### config.mk
export PLATFORM = sky130hd
export DESIGN_NAME = acc_requant
export DESIGN_NICKNAME = d
export VERILOG_FILES = /design/src/rtl/acc_requant.sv
export SDC_FILE = /design/constraint.sdc
export NUM_CORES = 1
export LEC_CHECK = 0
export CAP_MARGIN = 20
export CORE_ASPECT_RATIO = 2
export CORE_UTILIZATION = 62
export CTS_CLUSTER_DIAMETER = 60
export DETAILED_ROUTE_END_ITERATION = 10
export DONT_BUFFER_PORTS = 1
export GPL_ROUTABILITY_DRIVEN = 0
export PLACE_DENSITY_LB_ADDON = 0.12
export SLEW_MARGIN = 40
export SYNTH_ARGS = -nofsm -noshare
export SYNTH_HDL_FRONTEND = slang
export SYNTH_SLANG_ARGS = --single-unit
### constraint.sdc
create_clock -name clk -period 8.3 [get_ports clk]
set_input_delay 1.245 -clock clk [delete_from_list [all_inputs] [get_ports clk]]
set_output_delay 1.245 -clock clk [all_outputs]
set_load 0.01 [all_outputs]
### src/rtl/acc_requant.sv
// Requantizing accumulator: sums signed 16-bit products into an ACC_W-bit register,
// then rounds, shifts and saturates the dot product to OUT_W bits. Optional ReLU clamp: ACC_REQUANT_RELU_EN.
module acc_requant #(
  parameter int ACC_W = 32,
  parameter int OUT_W = 8
) (
  input  logic             clk,
  input  logic             rstn,
  input  logic             in_valid,
  input  logic [15:0]      in_data,
  input  logic             in_first,
  input  logic             in_last,
  output logic             in_ready,
  input  logic [4:0]       cfg_shift,
  output logic             out_valid,
  output logic [OUT_W-1:0] out_data,
  output logic             out_sat,
  input  logic             out_ready
);

  typedef enum logic [1:0] {IDLE, ACC, OUT} state_t;

  state_t                  state_q, state_d;
  logic signed [ACC_W-1:0] acc_q, acc_d;
  logic [OUT_W-1:0]        out_data_q, out_data_d;
  logic                    out_sat_q, out_sat_d;

  logic                    accept;
  logic signed [ACC_W-1:0] beat_ext;
  logic signed [ACC_W-1:0] sum_c;
  logic signed [ACC_W:0]   rq_c;
  logic [OUT_W:0]          sat_c;

  // Round half up, then arithmetic shift; one guard bit keeps the rounding add from wrapping.
  function automatic logic signed [ACC_W:0] round_shift(input logic signed [ACC_W-1:0] sum,
                                                        input logic [4:0] sh);
    logic signed [ACC_W:0] ext;
    logic signed [ACC_W:0] rnd;
    ext = {sum[ACC_W-1], sum};
    rnd = '0;
    if (sh != 5'd0) rnd = {{ACC_W{1'b0}}, 1'b1} << (sh - 5'd1);
    return (ext + rnd) >>> sh;
  endfunction

  // Returns {clipped, value} with value limited to the signed OUT_W range.
  function automatic logic [OUT_W:0] saturate(input logic signed [ACC_W:0] v);
    logic signed [ACC_W:0] hi;
    logic signed [ACC_W:0] lo;
    hi = '0;
    hi[OUT_W-2:0] = '1;
    lo = ~hi;
    if (v > hi) begin
      return {1'b1, hi[OUT_W-1:0]};
    end else if (v < lo) begin
`ifdef ACC_REQUANT_RELU_EN
      return {1'b0, {OUT_W{1'b0}}};
`else
      return {1'b1, lo[OUT_W-1:0]};
`endif
    end
`ifdef ACC_REQUANT_RELU_EN
    if (v < 0) return {1'b0, {OUT_W{1'b0}}};
`endif
    return {1'b0, v[OUT_W-1:0]};
  endfunction

  assign out_valid = (state_q == OUT);
  assign out_data  = out_data_q;
  assign out_sat   = out_sat_q;
  assign in_ready  = !out_valid || out_ready;
  assign accept    = in_valid && in_ready;

  assign beat_ext = {{(ACC_W-16){in_data[15]}}, in_data};
  assign sum_c    = in_first ? beat_ext : acc_q + beat_ext;
  assign rq_c     = round_shift(sum_c, cfg_shift);
  assign sat_c    = saturate(rq_c);

  always_comb begin
    state_d    = state_q;
    acc_d      = acc_q;
    out_data_d = out_data_q;
    out_sat_d  = out_sat_q;
    if (accept) begin
      if (in_last) begin
        state_d    = OUT;
        acc_d      = '0;
        out_data_d = sat_c[OUT_W-1:0];
        out_sat_d  = sat_c[OUT_W];
      end else begin
        state_d = ACC;
        acc_d   = sum_c;
      end
    end else if (state_q == OUT && out_ready) begin
      state_d = IDLE;
    end
  end

  always_ff @(posedge clk) begin
    if (!rstn) begin
      state_q    <= IDLE;
      acc_q      <= '0;
      out_data_q <= '0;
      out_sat_q  <= 1'b0;
    end else begin
      state_q    <= state_d;
      acc_q      <= acc_d;
      out_data_q <= out_data_d;
      out_sat_q  <= out_sat_d;
    end
  end

endmodule

==> results.md <==
* Avg Inst Size Synth at 7.16 µm²
* Crit Path Max Fanout at 4
* Mapped cell area at 0.00874 mm²
* Max_cap viols at 0
* Die X at 86.0 µm
* Initial antenna violation count at 0
* Net switching power at 0.460 mW
* Commonest cells post-synth: nand2_1 (115), nor2_1 (100), a21oi_1 (88), o21ai_0 (88), ha_1 (65)
* Detailed Routing Iterations Pass 1 at 5
* Sink Count at 43
* Critical path's most frequent cell: a21oi_1
* CP delay by family, top: compound AO/OA/AOI/OAI gates
* Worst-path clk slew at 0.07 ns
* Crit. End Element: flop
* Initial Util at 63.3%
* Post-synthesis compound-gate area fraction at 35.3%
* Final setup fails at 0
* PwrDens at 114 mW/mm²
* Largest family of logic cells by synthesized area: compound AO/OA/AOI/OAI gates
* Leak at 3.69 nW
* Slew @ Worst Pin at 0.842 ns
* Critical Path Slowest Stage Cell: or4_1
* Mapped Nets at 1,315
* Yosys top cell by area: dfxtp_1
* #FFs+latches synth at 43
* VDD IR max at 84.3 µV
* Combinational share of power at 55.2%
* Layout cell share with drive strength beyond 1 at 10.7%
* Vias at 9,820
* Part of the power in registers at 21.9%
* Simple-gate area share of the yosys netlist at 26.3%
* Adder-Cell Fraction of Synth Area at 9.76%
* Remaining antenna violation count at 0
* Worst skew pair latency at 0.31 ns
* Synth async-reset ratio at 0%
* Clk pwr share at 23.0%
* Ys flop type: dfxtp_1
* Synth Instances at 1,221
* WL/cell at 21.5 µm
* RSZ-0062 raised after global routing: yes
* Distinct cell type count after synthesis at 109
* Count leader, synth: nand2_1
* Relative slew slack at 43.7%
* DPL Wire Length at 22.3 mm
* Status: complete, no violations
* Worst EP required at 8.51 ns
* Post-synth EDFFs at 0
* Fin Hold WS at 0.471 ns
* HP Class: flop to flop
* Hold buffer count at CTS at 0
* GRT overflow at 0
* Max Root-Sink Buffers at 2
* Arrival time worst endpoint at 8.15 ns
* Synth area leaders: dfxtp_1 (9.8%), ha_1 (9.3%), a21oi_1 (5.0%), o21ai_0 (5.0%), nand2_1 (4.9%)
* Xor/xnor share of the synthesized area at 5.77%
* Cell-internal power at 0.586 mW
* Drt first-iter violations at 750
* Post-synthesis sequential area ratio at 9.85%
* Total track usage at 40.2%
* Port Buffers at 0
* Switching share of power at 44.0%
* Slew Limit Fails at 0
* Final Hold Vio Count at 0
* Num CTS Buffers at 5
* Min Tclk post-route at 7.95 ns
* CTS H-Tree Depth at 2
* Fillers at 1,305
* Skew final at 0.00671 ns
* Diodes inserted at 0
* I/O pins at 38
* Final wirelength at 29.6 mm
* Vias/cell at 7.12
* Largest net degree at the start of global routing at 62
* CTS tree: built
* DRC viols at 0
* Die ar. at 0.0146 mm²
* Crit path launch type: input pin
* Total Nets Final at 1,284
* CP Buf/Inv Count at 2
* Synth warn at 0
* Upper clock frequency limit at 0.126 GHz
* FP Rows at 61
* First-pass GRT wire length at 46.3 mm
* Vias in the first global route at 9,294
* Period Utilization, post-route at 95.7%
* Yosys top cell area share at 9.85%
* Area delta synth->final at 4.49%
* Mux share of post-synthesis cell area at 6.43%
* CP max stage delay at 0.58 ns
* Root Buffer: clkbuf_16
* WS Path Type: input pin to flop
* PnR Total Power at 1.05 mW
* Die H at 170 µm
* Core ar. at 0.0138 mm²
==> cell usage in the layout, fill, tap and decap left out, types with 41 or more instances in the layout <==
cell     synthesis  final
ha_1            65     64
buf_4            4     41
a21oi_1         88     88
nor2b_1         42     42
dfxtp_1         43     43
nor2_1         100     99
nor3_1          44     44
o21ai_0         88     81
nand2_1        115    115
==> tightest hold or removal path, cell delays in order, from the launching register on <==
cell and delay [ns]:
dfxtp_1 0.31, nand2_1 0.05, a21boi_0 0.06
==> metal layers <==
metal	part of all wire, %	GRT usage, %	up-vias
met3	7.0	5.24	158
met4	7.4	29.9	0
li1	-	-	4579
met5	0	0	-
met1	36	43.6	4554
met2	50	70.0	529
==> through the flow <==
step	setup WS, ns	TNS, ns	cells	utilization (%)	cell area (µm²)
after floorplan	0.747	0	1221	-	8740
after global placement	-0.0934	-0.152	1372	64.0	8840
after detailed placement	-0.176	-0.834	1372	64.1	8850
after CTS	0.160	0	1380	65.3	9020
after global routing	-0.0203	-0.0260	1380	66.1	9140
final	0.353	0	1380	66.1	9140
==> final timing paths <==
path	cells past startpoint	end	slack, ns	startpoint
hold / removal	2	acc_q[0]	0.47	acc_q[0]
hold reg to reg	2	acc_q[0]	0.47	acc_q[0]
setup reg to reg	34	out_sat	0.94	acc_q[0]
setup / recovery	32	out_sat	0.35	in_data[0]
==> area by class of cell <==
cell class,instances,area [µm²],share of cell area [%]
multi-input cells,1064,7430,81.3
flip-flops and latches,43,861,9.42
repair buffers,41,308,3.37
well taps,189,236,2.59
inverters,35,131,1.44
clock buffers,5,125,1.37
clock inverters,3,43.8,0.479
==> sequential cells by signal, indices dropped and copies added (netlist names) <==
name / count
state_q: 2
acc_q: 32
out_sat: 1
out_data: 8
==> cell families after synthesis <==
kind of cell               after synthesis
adders and majority gates               67
buffers and inverters                  114
muxes                                   48
AOI/OAI and AO/OA                      442
xor gates and xnor gates                56
and+or+nand+nor                        451
DFF                                     43
==> power by group through the flow <==
stage | combinational (mW) | sequential [mW] | clock, mW
floorplan | 0.433 | 0.231 | 0
global placement | 0.539 | 0.233 | 0
detailed placement | 0.546 | 0.234 | 0
CTS | 0.549 | 0.229 | 0.243
global route | 0.620 | 0.230 | 0.249
finish | 0.577 | 0.229 | 0.240
==> what timing repair did <==
| item | CTS | global route |
|---|---|---|
| setup endpoints to repair | 0 | 8 |
| endpoints found under the hold margin | 0 | 0 |
| buffers inserted | 0 | 0 |
| resized for setup | 0 | 25 |
No activity file was read; power rests on OpenSTA's default activity.
